==> config.mk <==
export PLATFORM = sky130hd
export DESIGN_NAME = bundler_hf
export DESIGN_NICKNAME = d
export VERILOG_FILES = /design/src/rtl/hdc_pkg.sv /design/src/rtl/bundler_bit_hf.sv /design/src/rtl/bundler_hf.sv
export SDC_FILE = /design/constraint.sdc
export NUM_CORES = 1
export LEC_CHECK = 0
export CORE_MARGIN = 2
export CORE_UTILIZATION = 35
export CTS_BUF_LIST = sky130_fd_sc_hd__clkbuf_8 sky130_fd_sc_hd__clkbuf_16
export DETAILED_ROUTE_END_ITERATION = 6
export PLACE_DENSITY_LB_ADDON = 0.2
export SYNTH_ARGS = -nofsm -noshare
export SYNTH_HDL_FRONTEND = slang
export SYNTH_HIERARCHICAL = 1
export SYNTH_SLANG_ARGS = --single-unit
==> constraint.sdc <==
create_clock -name clk -period 4.56 [get_ports clk]
set_clock_uncertainty 0.15 [all_clocks]
set_input_delay 0.912 -clock clk [delete_from_list [all_inputs] [get_ports clk]]
set_output_delay 0.912 -clock clk [all_outputs]
set_load 0.03 [all_outputs]
==> src/rtl/hdc_pkg.sv <==
// hdc_pkg: shared hyperdimensional-computing constants and helpers.
package hdc_pkg;
  localparam int DIMENSIONS = 5;
  function automatic int cnt_width(input int n);
    return $clog2(n + 1);
  endfunction
  // Majority of n votes with tot ones; an exact tie takes the tie bit.
  function automatic logic maj_bit(input int tot, input int n, input logic tie);
    return (2 * tot > n) ? 1'b1 : (2 * tot < n) ? 1'b0 : tie;
  endfunction
endpackage

==> src/rtl/bundler_bit_hf.sv <==
// bundler_bit_hf: one dimension of the bundler: vote counter, final-sum compare and tie mux.
module bundler_bit_hf #(
  parameter int CHANNELS = 3
) (
  input  logic clk,
  input  logic nrst,
  input  logic clr,
  input  logic acc,
  input  logic fin,
  input  logic hv_bit,
  input  logic tie,
  output logic maj
);
  import hdc_pkg::*;
  localparam int CW = cnt_width(CHANNELS);
  logic [CW-1:0] cnt;
  logic [CW:0] tot;
  always_comb begin
    tot = {1'b0, cnt} + {{CW{1'b0}}, hv_bit};
    maj = maj_bit(int'(tot), CHANNELS, tie);
  end
  always_ff @(posedge clk or negedge nrst)
    if (!nrst) cnt <= '0;
    else if (clr || (acc && fin)) cnt <= '0;
    else if (acc) cnt <= tot[CW-1:0];
endmodule

==> src/rtl/bundler_hf.sv <==
// bundler_hf: accumulates CHANNELS bound hypervectors and emits their bitwise majority with a one-cycle strobe.
module bundler_hf #(
  parameter int DIMENSIONS = hdc_pkg::DIMENSIONS,
  parameter int CHANNELS   = 3
) (
  input  logic                  clk,
  input  logic                  nrst,
  input  logic                  en,
  input  logic                  clr,
  input  logic [DIMENSIONS-1:0] hv_in,
  output logic                  out,
  output logic [DIMENSIONS-1:0] hv_out,
  output logic                  busy
);
  import hdc_pkg::*;
  localparam int CW = cnt_width(CHANNELS);
  logic [CW-1:0] n_acc;
  logic [DIMENSIONS-1:0] first_hv, tie, maj;
  logic acc, fin;
  // With an empty window the incoming sample is its own tie source.
  always_comb begin
    acc  = en & ~clr;
    fin  = n_acc == CW'(CHANNELS - 1);
    tie  = (n_acc == '0) ? hv_in : first_hv;
    busy = n_acc != '0;
  end
  genvar i;
  generate
    for (i = 0; i < DIMENSIONS; i++) begin : g_bit
      bundler_bit_hf #(.CHANNELS(CHANNELS)) u_bit (
        .clk   (clk),
        .nrst  (nrst),
        .clr   (clr),
        .acc   (acc),
        .fin   (fin),
        .hv_bit(hv_in[i]),
        .tie   (tie[i]),
        .maj   (maj[i])
      );
    end
  endgenerate
  always_ff @(posedge clk or negedge nrst)
    if (!nrst) begin
      n_acc    <= '0;
      first_hv <= '0;
      hv_out   <= '0;
      out      <= 1'b0;
    end else begin
      out <= acc & fin;
      if (clr) begin
        n_acc    <= '0;
        first_hv <= '0;
      end else if (en && fin) begin
        n_acc    <= '0;
        first_hv <= '0;
        hv_out   <= maj;
      end else if (en) begin
        n_acc <= n_acc + CW'(1);
        if (n_acc == '0) first_hv <= hv_in;
      end
    end
endmodule

==> impl_metrics.csv, run 1 <==
group,metric,value,unit
timing,fin_setup_tns,0,ns
finish,post_route_cells_drive_above_1_share,11.93,%
floorplanning,initial_utilization,36.70,%
timing,setup-violations-final,0,
critical_path,arrival_worst_endpoint,2.85,ns
placed_design,gp_routability_congestion,0.6606,
placed_design,placed_cell_area,1165,um2
timing,fin_crit_sh,62.63,%
critical_path,ff2ff_path_depth,3,
finish,syn2layout_area_growth,21.57,%
placed_design,dp_hpwl,1.136,mm
critical_path,r2r-end,"hv_out[2]",
global_route,global_route_wire_length_before_repair,2.525,mm
global_route,overflow,0,
critical_path,data_required_time_at_the_worst_endpoint,4.55,ns
clock_network,cts.sinks,18,
detailed_routing,routedWlPerCell,11.41,um
timing,fin_worst_hold_slack,0.3623,ns
pwr,p_leak,0.0005622,uW
detailed_routing,antenna_violating_nets_post_route,0,
finish,antennaDiodeCount,0,
clock_network,cts_buffer_depth,2,
floorplanning,floorplan.rows,19,
global_route,grt.total_usage,10.21,%
detailed_routing,routed_via_density,4.521,
clock_network,cts_setup_buffers,0,
clock_network,insertion_delay,0.26,ns
finish,fin_nets,129,
detailed_routing,first_pass_iters,2,
clock_network,clock_tree.root_cell,"sky130_fd_sc_hd__clkbuf_8",
placed_design,pre_cts_slack,1.422,ns
clock_network,hold_buffers,0,
finish,fin_util,44.62,%
critical_path,startpoint_type,"input pin",
critical_path,crit-reg2reg-launch,"n_acc[1]",
critical_path,worst-path-max-fanout,21,
critical_path,setup.worst_path.end_class,"flop",
timing,final-max-slew-violation-count,0,
clock_network,cts.clk_slew.worst_paths,0.07,ns
detailed_routing,route.detailed.drc,0,
pwr,total_power_divided_by_cell_area,289.3,nW/um2
worst_hold_path,whs_endpoint,"hv_out[0]",
timing,max_slew_margin,45.30,%
worst_hold_path,min_from,"hv_out[0]",
floorplanning,die_y,57.55,um
floorplanning,die_area,3311,um2
floorplanning,chipWidth,57.55,um
clock_network,post_cts.resized_instances,0,
floorplanning,core_region_area,2734,um2
detailed_routing,drt_wl_total,1.598,mm
synth,ys_warn_count,6,
detailed_routing,drt-initial-drc-count,8,
clock_network,htree_levels,1,
finish,final_cell_area,1220,um2
pwr,peakVddDrop,0.0001718,V
timing,final_critical_path_setup_slack,1.704,ns
worst_hold_path,hold_depth,1,
critical_path,reg2reg_setup_slack,3.04,ns
global_route,antenna_violations_before_repair,0,
synth,syn-mean-instance-area,10.91,um2
critical_path,critPathKind,"in2reg",
global_route,grt_start_max_net_pins,22,
flow_run,timing.max_cap.violations,0,
global_route,first_global_vias,559,
timing,rsz0062_at_grt,"no",
clock_network,tritoncts.num_buffers,3,
timing,fmax,0.3502,GHz
synth,synthesis.instances,92,
worst_hold_path,holdCritPathClass,"reg2reg",
run_status,outcome,"finished clean",
timing,final-hold-violation-count,0,
floorplanning,top_level_port_count,16,
synth,mapped_area,1003,um2
timing,max_slew.worst_pin.slew,0.8180,ns
placed_design,buffer_ports.inserted,15,
detailed_routing,dr_total_vias,633,
timing,period_minus_slack,2.856,ns
clock_network,tritoncts,"done",
synth,postSynthNetCount,111,
finish,layout.filler_cells,259,
==> worst max path at each step <==
stage,slack (ns),startpoint,end,cells after the start
finish,1.70,clr,hv_out[2],4
global route,1.58,clr,hv_out[0],4
CTS,1.71,clr,hv_out[0],4
detailed placement,1.42,clr,hv_out[2],4
global placement,1.49,clr,hv_out[1],4
floorplan,2.26,clr,hv_out[0],5
==> flip-flops by register name, indices dropped and copies added, names as in the netlist <==
register         flops
g_bit.u_bit/cnt     10
hv_out               5
n_acc                2
out                  1
==> report_power, final <==
group	switching, uW	internal, uW	leakage (uW)
sequential	4.38	166	0.000248
combinational	25.0	25.6	0.000286
clock	55.3	76.8	0.0000288
==> worst max-delay path, cell delays in order <==
cell and delay [ns]:
sky130_fd_sc_hd__clkdlybuf4s50_1 0.66, sky130_fd_sc_hd__nor2b_2 0.64, sky130_fd_sc_hd__and2_4 0.32, sky130_fd_sc_hd__mux2_4 0.31
==> routing by layer <==
metal	vias up	wire length [um]	track usage (%)
li1	329	-	-
met1	292	810	12.77
met2	12	705	15.75
met3	0	82	4.762
met4	0	0	2.990
met5	-	0	0
==> stage by stage <==
step,instances,power (uW)
5_1_grt,140,370.3
2_1_floorplan,92,202.3
3_5_place_dp,136,225.1
4_1_cts,140,360.5
3_3_place_gp,136,224.0
6_report,140,353.0
==> area by class of cell <==
type	instances	area [um2]	share of cell area, %
tap	31	38.79	3.179
sequential	18	450.4	36.92
multi-input combinational	56	465.4	38.15
timing repair buffer	15	150.1	12.31
clock buffer	4	55.05	4.513
inverter	16	60.06	4.923
==> cell usage in the layout, fill, tap and decap left out <==
master                            count
sky130_fd_sc_hd__nor2b_4              1
sky130_fd_sc_hd__nand3b_1            10
sky130_fd_sc_hd__ha_1                10
sky130_fd_sc_hd__nor2b_2              1
sky130_fd_sc_hd__o21a_1               1
sky130_fd_sc_hd__and2_4               1
sky130_fd_sc_hd__nor2_1               3
sky130_fd_sc_hd__nand2_1              1
sky130_fd_sc_hd__dfrtp_1             18
sky130_fd_sc_hd__inv_1               16
sky130_fd_sc_hd__a21oi_1             10
sky130_fd_sc_hd__clkdlybuf4s50_1     15
sky130_fd_sc_hd__nand2b_1            12
sky130_fd_sc_hd__clkbuf_8             4
sky130_fd_sc_hd__mux2_4               5
sky130_fd_sc_hd__mux2_2               1
No activity file was read; power rests on OpenSTA's default activity.
==> inputs of run 2 (changes only) <==
- clock period: 4.56 -> 2.3 ns (I/O delays scaled with it)
==> impl_metrics.csv, run 2 (synthesis gave the netlist of run 1 again) <==
group,metric,value,unit
global_route,overflow,0,
critical_path,worst-path-max-fanout,5,
timing,fin_worst_hold_slack,0.3724,ns
placed_design,gp_routability_congestion,0.7041,
finish,antennaDiodeCount,0,
timing,fin_setup_tns,0,ns
clock_network,clock_tree.root_cell,"sky130_fd_sc_hd__clkbuf_8",
critical_path,critical_path.n_buffers_inverters,2,
floorplanning,initial_utilization,36.70,%
timing,max_slew.worst_pin.slew,0.3061,ns
clock_network,hold_buffers,0,
timing,period_minus_slack,2.075,ns
detailed_routing,routedWlPerCell,11.71,um
critical_path,cpLargestDelayFamily,"buffers and inverters",
clock_network,post_cts.resized_instances,0,
critical_path,crit_path_cell_trace,"nor2_1 -> inv_1 -> clkdlybuf4s50_1",
timing,fmax,0.4820,GHz
global_route,first_global_vias,696,
flow_run,timing.max_cap.violations,0,
run_status,outcome,"finished clean",
finish,post_route_cells_drive_above_1_share,14.29,%
detailed_routing,routed_via_density,4.776,
critical_path,arrival_worst_endpoint,1.46,ns
worst_hold_path,holdCritPathClass,"reg2reg",
critical_path,crit_slowest_cell,"sky130_fd_sc_hd__clkdlybuf4s50_1",
clock_network,cts.sinks,18,
finish,largest_registers,"g_bit.u_bit/cnt (10), hv_out (5), n_acc (2)",
critical_path,startpoint_type,"flop",
finish,largest_register_ff_count,10,
finish,mostFrequentLayoutCell,"sky130_fd_sc_hd__dfrtp_1",
finish,layout.filler_cells,271,
timing,final-max-slew-violation-count,0,
floorplanning,die_area,3311,um2
clock_network,cts_buffer_depth,2,
critical_path,critPathKind,"reg2out",
pwr,total_power_divided_by_cell_area,564.0,nW/um2
detailed_routing,antenna_violating_nets_post_route,0,
clock_network,cts_setup_buffers,0,
finish,registers.top_by_ff_count,"g_bit.u_bit/cnt",
timing,setup-violations-final,0,
critical_path,data_required_time_at_the_worst_endpoint,1.69,ns
timing,final-hold-violation-count,0,
global_route,antenna_violations_before_repair,0,
critical_path,max_incr_delay_on_cp,0.66,ns
clock_network,tritoncts,"done",
pwr,peakVddDrop,0.0002953,V
finish,fin_nets,132,
floorplanning,top_level_port_count,16,
detailed_routing,route.detailed.drc,0,
global_route,global_route_wire_length_before_repair,2.911,mm
clock_network,cts.clk_slew.worst_paths,0.07,ns
floorplanning,floorplan.rows,19,
clock_network,insertion_delay,0.25,ns
placed_design,buffer_ports.inserted,15,
floorplanning,die_y,57.55,um
detailed_routing,drt_wl_total,1.675,mm
timing,fin_crit_sh,90.21,%
global_route,grt_start_max_net_pins,21,
detailed_routing,drt-initial-drc-count,2,
detailed_routing,dr_total_vias,683,
clock_network,htree_levels,1,
timing,rsz0062_at_grt,"no",
finish,syn2layout_area_growth,23.82,%
critical_path,setup.worst_path.end_class,"primary output",
pwr,p_leak,0.0005769,uW
detailed_routing,first_pass_iters,3,
floorplanning,core_region_area,2734,um2
global_route,grt.total_usage,11.66,%
clock_network,tritoncts.num_buffers,3,
placed_design,dp_hpwl,1.234,mm
floorplanning,chipWidth,57.55,um
timing,max_slew_margin,79.53,%
finish,commonest_cells_after_routing_fill_and_taps_aside,"sky130_fd_sc_hd__dfrtp_1 (18), sky130_fd_sc_hd__inv_1 (16), sky130_fd_sc_hd__clkdlybuf4s50_1 (15), sky130_fd_sc_hd__nand2b_1 (12)",
==> run 2: cell types whose count changed in the layout (fill, tap and decap cells not counted), sizes merged <==
cell / change
buf: +3
==> run 2: routing by layer <==
layer / global-route usage [%] / wire, um
met5: 0 / 0
met4: 5.980 / 27
met3: 2.721 / 69
met2: 18.67 / 796
met1: 14.63 / 782
==> run 2: stage by stage <==
| step | cell area (um2) | cells | total power (uW) | utilization (%) | worst slack (ns) |
|---|---|---|---|---|---|
| after floorplan | 1003 | 92 | 401.2 | - | 0.4482 |
| after global placement | 1187 | 139 | 447.1 | 43.43 | 0.3748 |
| after detailed placement | 1187 | 139 | 451.6 | 43.43 | 0.3269 |
| after CTS | 1242 | 143 | 713.1 | 45.45 | 0.2109 |
| after global routing | 1242 | 143 | 734.9 | 45.45 | 0.1719 |
| final | 1242 | 143 | 700.7 | 45.45 | 0.2252 |
==> run 2: report_power, final <==
group | leakage (uW) | total (uW) | internal (uW) | switching (uW)
Clock | 0.0000288 | 258 | 152 | 106
Sequential | 0.000248 | 338 | 329 | 8.75
Combinational | 0.000300 | 105 | 54.0 | 50.7
Total | 0.000577 | 701 | 535 | 166
==> run 2: final cells by class <==
class	instances	area, um2	area share [%]
clock buffers	4	55.05	4.431
inverters	16	60.06	4.834
multi-input cells	56	465.4	37.46
flip-flops and latches	18	450.4	36.25
well taps	31	38.79	3.122
repair buffers	18	172.7	13.90
==> run 2: worst paths after layout <==
path                       startpoint                    end  slack [ns]  cells past startpoint
min reg2reg                 hv_out[0]              hv_out[0]        0.37                      1
max in group asynchronous        nrst  g_bit[1].u_bit/cnt[0]        1.41                      2
max reg2reg                  n_acc[0]              hv_out[1]        0.80                      3
min in group asynchronous        nrst  g_bit[3].u_bit/cnt[0]        0.39                      2
max                          n_acc[0]                   busy        0.23                      3
min                         hv_out[0]              hv_out[0]        0.37                      1
==> inputs of run 3 (changes only) <==
- RECOVER_POWER: unset -> 25
==> impl_metrics.csv, run 3 (synthesis gave the netlist of run 1 again) <==
group,metric,value,unit
detailed_routing,dr_total_vias,683,
critical_path,max_incr_delay_on_cp,0.66,ns
clock_network,clock_tree.root_cell,"sky130_fd_sc_hd__clkbuf_8",
timing,rsz0062_at_grt,"no",
critical_path,cpLargestDelayFamily,"buffers and inverters",
timing,final-hold-violation-count,0,
clock_network,cts_buffer_depth,2,
placed_design,buffer_ports.inserted,15,
timing,final-max-slew-violation-count,0,
finish,fin_util,45.31,%
detailed_routing,first_pass_iters,3,
floorplanning,top_level_port_count,16,
finish,layout.filler_cells,271,
finish,mostFrequentLayoutCell,"sky130_fd_sc_hd__dfrtp_1",
finish,post_route_cells_drive_above_1_share,13.39,%
pwr,total_power_divided_by_cell_area,564.8,nW/um2
flow_run,timing.max_cap.violations,0,
critical_path,critPathKind,"reg2out",
timing,fin_crit_sh,90.21,%
timing,fin_setup_tns,0,ns
floorplanning,floorplan.rows,19,
detailed_routing,drt_wl_total,1.675,mm
timing,setup-violations-final,0,
clock_network,htree_levels,1,
detailed_routing,routedWlPerCell,11.71,um
floorplanning,die_y,57.55,um
floorplanning,die_area,3311,um2
critical_path,crit_slowest_cell,"sky130_fd_sc_hd__clkdlybuf4s50_1",
pwr,total_switching_power,165.6,uW
finish,largest_registers,"g_bit.u_bit/cnt (10), hv_out (5), n_acc (2)",
placed_design,gp_routability_congestion,0.7041,
pwr,clock_share_of_power,36.9,%
critical_path,crit_path_cell_trace,"nor2_1 -> inv_1 -> clkdlybuf4s50_1",
timing,fmax,0.4820,GHz
critical_path,setup.worst_path.end_class,"primary output",
pwr,p_comb_share,14.8,%
clock_network,cts.sinks,18,
detailed_routing,antenna_violating_nets_post_route,0,
finish,registers.top_by_ff_count,"g_bit.u_bit/cnt",
finish,antennaDiodeCount,0,
finish,syn2layout_area_growth,23.44,%
finish,fin_nets,132,
floorplanning,core_region_area,2734,um2
pwr,switching_share,23.67,%
critical_path,critical_path.n_buffers_inverters,2,
global_route,first_global_vias,696,
clock_network,post_cts.resized_instances,0,
critical_path,startpoint_type,"flop",
placed_design,dp_hpwl,1.234,mm
clock_network,cts_setup_buffers,0,
global_route,global_route_wire_length_before_repair,2.911,mm
global_route,grt_start_max_net_pins,21,
clock_network,hold_buffers,0,
timing,fin_worst_hold_slack,0.3724,ns
global_route,grt.total_usage,11.66,%
finish,commonest_cells_after_routing_fill_and_taps_aside,"sky130_fd_sc_hd__dfrtp_1 (18), sky130_fd_sc_hd__inv_1 (16), sky130_fd_sc_hd__clkdlybuf4s50_1 (14), sky130_fd_sc_hd__nand2b_1 (12)",
timing,max_slew.worst_pin.slew,1.006,ns
clock_network,cts.clk_slew.worst_paths,0.07,ns
global_route,antenna_violations_before_repair,0,
finish,largest_register_ff_count,10,
global_route,overflow,0,
critical_path,arrival_worst_endpoint,1.46,ns
floorplanning,initial_utilization,36.70,%
clock_network,insertion_delay,0.25,ns
clock_network,tritoncts,"done",
pwr,sequentialPowerShare,48.3,%
critical_path,worst-path-max-fanout,5,
pwr,p_int,534.0,uW
pwr,peakVddDrop,0.0002952,V
clock_network,tritoncts.num_buffers,3,
run_status,outcome,"finished clean",
pwr,p_leak,0.0005736,uW
timing,max_slew_margin,32.92,%
critical_path,data_required_time_at_the_worst_endpoint,1.69,ns
worst_hold_path,holdCritPathClass,"reg2reg",
detailed_routing,drt-initial-drc-count,2,
detailed_routing,route.detailed.drc,0,
floorplanning,chipWidth,57.55,um
detailed_routing,routed_via_density,4.776,
timing,period_minus_slack,2.075,ns
[run 3: changes by cell type in the layout (fill, tap and decap cells not counted), sizes merged]
cell | before | now
clkdlybuf4s50 | 15 | 14
clkbuf | 4 | 5
dlygate4sd3 | 0 | 1
buf | 3 | 2
[run 3: power by group through the flow]
stage / clock network, uW / registers (uW) / logic [uW]
after floorplan: 0 / 352 / 49.2
after global placement: 0 / 344 / 103
after detailed placement: 0 / 344 / 108
after CTS: 267 / 338 / 108
after global routing: 279 / 339 / 116
final: 258 / 338 / 104
[run 3: worst paths after layout]
path | depth (start not counted) | startpoint | endpoint | slack [ns]
worst max register to register | 3 | n_acc[0] | hv_out[1] | 0.80
worst min register to register | 1 | hv_out[0] | hv_out[0] | 0.37
min in group asynchronous | 2 | nrst | g_bit[2].u_bit/cnt[0] | 0.74
worst min-delay path | 1 | hv_out[0] | hv_out[0] | 0.37
worst max-delay path | 3 | n_acc[0] | busy | 0.23
max in group asynchronous | 2 | nrst | g_bit[1].u_bit/cnt[0] | 0.65
[run 3: final cells by class]
cell class              count  area [um2]  share of cell area (%)
multi-input cells          56       465.4                   37.58
flip-flops and latches     18       450.4                   36.36
clock buffers               4       55.05                   4.444
well taps                  31       38.79                   3.131
inverters                  16       60.06                   4.848
repair buffers             18       168.9                   13.64
[run 3: worst reg2reg max path, delay by kind of cell, from the launching register on]
| kind | cells | cell delay [ns] |
|---|---|---|
| flops | 1 | 0.44 |
| mux | 1 | 0.31 |
| simple gates | 2 | 0.49 |
[run 3: routing by layer]
metal | up-vias | global-route usage, % | routed length, um
li1 | 339 | - | -
met2 | 11 | 18.67 | 801
met4 | 0 | 5.980 | 27
met5 | - | 0 | 0
met1 | 329 | 14.63 | 777
met3 | 4 | 2.721 | 69
[run 3: metrics by stage]
| stage | std cells | instance area, um2 | worst slack (ns) | power (uW) |
|---|---|---|---|---|
| after global routing | 143 | 1239 | 0.1719 | 733.8 |
| final | 143 | 1239 | 0.2252 | 699.6 |
| after detailed placement | 139 | 1187 | 0.3269 | 451.6 |
| after global placement | 139 | 1187 | 0.3748 | 447.1 |
| after CTS | 143 | 1242 | 0.2109 | 713.1 |
| after floorplan | 92 | 1003 | 0.4482 | 401.2 |
==> patch 1: new RTL, settings of run 2 <==
Add an input register stage for `hv_in`, without a reset; this delays it by one clock. The other inputs are not delayed to match.
--- a/src/rtl/bundler_hf.sv
+++ b/src/rtl/bundler_hf.sv
@@ -16,2 +16,9 @@
   localparam int CW = cnt_width(CHANNELS);
+
+  logic [DIMENSIONS-1:0] hv_q;
+
+  always_ff @(posedge clk) begin
+    hv_q <= hv_in;
+  end
+
   logic [CW-1:0] n_acc;
@@ -23,3 +30,3 @@
     fin  = n_acc == CW'(CHANNELS - 1);
-    tie  = (n_acc == '0) ? hv_in : first_hv;
+    tie  = (n_acc == '0) ? hv_q : first_hv;
     busy = n_acc != '0;
@@ -35,3 +42,3 @@
         .fin   (fin),
-        .hv_bit(hv_in[i]),
+        .hv_bit(hv_q[i]),
         .tie   (tie[i]),
@@ -58,3 +65,3 @@
         n_acc <= n_acc + CW'(1);
-        if (n_acc == '0) first_hv <= hv_in;
+        if (n_acc == '0) first_hv <= hv_q;
       end
Behaviour: not the same (a bounded check fails within 4 cycles, from zero or initial values and one cycle with nrst low).
==> patch 1 against run 2 <==
  * Routed wire length rose by 11%
  * Final area rose by 6.8%
  * Setup slack improved by 10 ps
  * Total power rose by 12%
  * Highest routed layer unchanged
  * Via count rose by 5.7%
  * Sequential cell count rose by 5
  * Area after synthesis rose by 6.1%
  * First-iteration DRC count rose to 3.5 times the old value
  * Sequential share of layout area rose by 5.2 points
  * Critical path type unchanged
==> patch 1: results (changes against run 2) <==
* # H-tree levels at 1 (unchanged)
* Post-CTS resize count at 0 (unchanged)
* Iteration count of the initial detailed-routing pass at 4 (+1)
* GRT Overall Usage at 13.1% (+1.4 points)
* First-iteration detailed-routing DRC count at 7 (+5)
* CP peak stage delay at 580 ps (-80 ps)
* Pleak at 0.621 nW (+7.7%)
* Slew margin rel. at 57.7% (-22 points)
* HPWL Detailed at 1330 um (+7.5%)
* Syn_nets at 114 (+2.7%)
* Initial antenna violation count at 0 (unchanged)
* # diodes at 0 (unchanged)
* Worst EP arrival at 1450 ps
* Hold Crit Class: input pin to asynchronous set/reset pin
* Via count at 722 (+5.7%)
* Share of cells above drive strength 1 at 12.0% (-2.3 points)
* Post-Route WL at 1860 um (+11%)
* Yosys synthesis warning count at 6 (unchanged)
* Largest net degree at the start of global routing at 21 (unchanged)
* Total of fill cells in the finished design at 287 (+5.9%)
* Final nets at 137 (+3.8%)
* CTS max path bufs at 2 (unchanged)
* Num CTS Buffers at 3 (unchanged)
* Peak supply drop at 0.254 mV (-14%)
* Clk slew on worst S/H paths at 80 ps
* Outcome: complete, no violations
* First-pass GRT wire length at 3310 um (+14%)
* Setup TNS at 0 ps (unchanged)
* CP max FO at 5 (unchanged)
* Placer Congestion at 0.649 (-7.9%)
* Number of global-route vias before repair at 790 (+14%)
* Top Registers: g_bit.u_bit/cnt x10, hv_out x5, hv_q x5
## patch 1: worst paths after layout
kind / start / slack [ps] / cells past startpoint / to
hold reg to reg: hv_out[1] / 370 / 1 / hv_out[1]
min in group clk: hv_out[1] / 370 / 1 / hv_out[1]
setup / recovery: n_acc[0] / 240 / 3 / busy
hold / removal: nrst / 370 / 2 / g_bit[0].u_bit/cnt[0]
max in group asynchronous: nrst / 1420 / 2 / n_acc[1]
setup reg to reg: n_acc[0] / 750 / 3 / hv_out[4]
## patch 1: per-layer routing
metal	vias up	share of wire [%]	track usage, %
met5	-	0	0
met4	0	2.6	7.79
met3	5	3.1	1.97
met2	10	51	23.3
met1	355	43	14.7
li1	352	-	-
## patch 1: final cells by class
class,count,area share [%]
flip-flops and latches,23,41.5
multi-input cells,55,33.9
repair buffers,19,13.6
inverters,16,4.52
clock buffers,3,3.11
well taps,33,3.11
clock inverters,1,0.283
## patch 1: report_power, final
group | internal [mW] | switching (mW) | leakage, nW | total, mW
logic | 0.0543 | 0.0549 | 0.305 | 0.109
registers | 0.420 | 0.0101 | 0.290 | 0.430
clock network | 0.119 | 0.123 | 0.0269 | 0.242
total | 0.594 | 0.188 | 0.621 | 0.782
## patch 1: per-stage QoR
| stage | instances | setup slack, ps | utilization [%] | instance area (sq um) | hold WS, ps |
|---|---|---|---|---|---|
| global route | 150 | 146 | 44.6 | 1330 | 395 |
| finish | 150 | 236 | 44.6 | 1330 | 367 |
| CTS | 150 | 218 | 44.6 | 1330 | 370 |
| global placement | 146 | 195 | 43.1 | 1280 | 348 |
| floorplan | 95 | 629 | - | 1060 | 14.4 |
| detailed placement | 146 | 151 | 43.1 | 1280 | 351 |
==> patch 2: new RTL, flow settings as in run 2 <==
Made on the original files. Change the package constant `DIMENSIONS` from 5 to 10.
--- a/src/rtl/hdc_pkg.sv
+++ b/src/rtl/hdc_pkg.sv
@@ -2,3 +2,3 @@
 package hdc_pkg;
-  localparam int DIMENSIONS = 5;
+  localparam int DIMENSIONS = 10;
   function automatic int cnt_width(input int n);
Interface: changed (resized hv_in and hv_out); port bits go from 16 to 26. The function was not compared with the original's and may differ.
==> patch 2 against run 2 <==
  * Worst hold slack lost 13 ps
  * Area after synthesis grew 77%
  * Final area grew 80%
  * Setup slack lost 25 ps
  * Synthesized cell count grew 83%
  * Via count grew 81%
  * Total power grew 83%
  * Sequential cell count grew 15
  * Routed wire length grew 100%
  * Critical path depth is the same
  * Combinational power grew 75%
  * Non-clock buffer count grew 14
==> patch 2: results (changes against run 2) <==
* # H-tree levels at 2 (+1)
* Cell Area, Placed at 2140 sq um (+80%)
* Smallest hold slack at 359 ps (-13.1 ps)
* DR top layer: met4
* R2R Path End: hv_out[9]
* Final nets at 237 (+80%)
* Clk root buf: clkbuf_8
* WL met2 at 1790 um (+130%)
* Syn Inst Count at 168 (+83%)
* Cts hold-fix bufs at 0 (unchanged)
* # diodes at 0 (unchanged)
* Pint at 0.965 mW (+80%)
* Top Registers: g_bit.u_bit/cnt x20, hv_out x10, n_acc x2
* GRT Overall Usage at 13.8% (+2.1 points)
* Placer Congestion at 0.698 (-0.88%)
* First-pass GRT wire length at 5750 um (+97%)
* Die Area at 5650 sq um (+71%)
* Syn_nets at 202 (+82%)
* Worst EP arrival at 1490 ps (+30 ps)
* Worst Max-Slew Pin Slew at 427 ps (+121 ps)
* Iteration count of the initial detailed-routing pass at 4 (+1)
* Worst Hold End: hv_out[9]
* Met3 routed wirelength at 96 um (+39%)
* Post-CTS Setup Repair Bufs at 0 (unchanged)
* Yosys synthesis warning count at 6 (unchanged)
* First-iteration detailed-routing DRC count at 44 (+42)
* CP top delay family: buffers and inverters
* Outcome: complete, no violations
* Number of global-route vias before repair at 1272 (+83%)
* Pleak at 1.05 nW (+82%)
* Port bufs at 25 (+10)
* Clock Latency Late Sink at 290 ps (+40 ps)
* Worst Reg-to-Reg Cells at 4 (+1)
* Placed cells at 263 (+89%)
* Via-per-instance ratio at 4.55 (-4.7%)
* Met1 wire length at 1400 um (+79%)
* Worst R2R Setup Slack at 710 ps (-90 ps)
* HPWL Detailed at 2420 um (+96%)
* Largest net degree at the start of global routing at 34 (+62%)
* Worst Hold Depth at 1 (unchanged)
* Slowest stage cell, crit path: clkdlybuf4s50_1
* Post-CTS resize count at 0 (unchanged)
* HP Start: hv_out[9]
* Via count at 1233 (+81%)
* Num CTS Buffers at 5 (+2)
* Peak supply drop at 0.290 mV (-1.9%)
* Post-Route WL at 3360 um (+100%)
* CP peak stage delay at 580 ps (-80 ps)
* Share of cells above drive strength 1 at 13.2% (-1.1 points)
[patch 2: changes by cell type in the layout (fill, tap and decap cells not counted), sizes merged, moves of 10 or more]
cell,before,now
a21oi,10,21
clkdlybuf4s50,15,25
dfrtp,18,33
ha,10,20
inv,16,31
nand2b,12,22
nand3b,10,21
[patch 2: worst max path at each step]
stage,from,endpoint,slack [ps]
6_report,n_acc[1],busy,200
5_1_grt,n_acc[1],busy,110
2_1_floorplan,en,g_bit[0].u_bit/cnt[0],260
4_1_cts,n_acc[1],busy,180
3_5_place_dp,en,hv_out[2],180
3_3_place_gp,en,hv_out[9],210
[patch 2: per-layer routing]
layer | vias to the layer above | track usage [%]
met4 | 0 | 6.43
li1 | 615 | -
met2 | 15 | 25.0
met1 | 596 | 15.0
met5 | - | 0
met3 | 7 | 3.61
[patch 2: metrics by stage]
step                      total power [mW]  worst slack [ps]
after CTS                             1.30               184
after detailed placement             0.818               184
final                                 1.28               201
after global routing                  1.35               115
after floorplan                      0.725               257
after global placement               0.809               205
[patch 2: power by group through the flow]
stage | Combinational, mW | Clock [mW] | Sequential [mW]
floorplan | 0.0791 | 0 | 0.646
global placement | 0.180 | 0 | 0.629
detailed placement | 0.188 | 0 | 0.630
CTS | 0.189 | 0.495 | 0.619
global route | 0.206 | 0.525 | 0.622
finish | 0.184 | 0.479 | 0.619
[patch 2: layout make-up]
cell class	count	area (sq um)
inverters	31	116
well taps	67	83.8
clock buffers	7	96.3
flip-flops and latches	33	826
repair buffers	32	303
fillers	486	2580
multi-input cells	100	808
clock inverters	1	5.00
[patch 2: worst register-to-register path, delay by kind of cell, from the launching register on]
family                 cells  cell delay (ps)
DFF                        1              420
muxes                      1              350
and+or+nand+nor            2              340
buffers and inverters      1              220
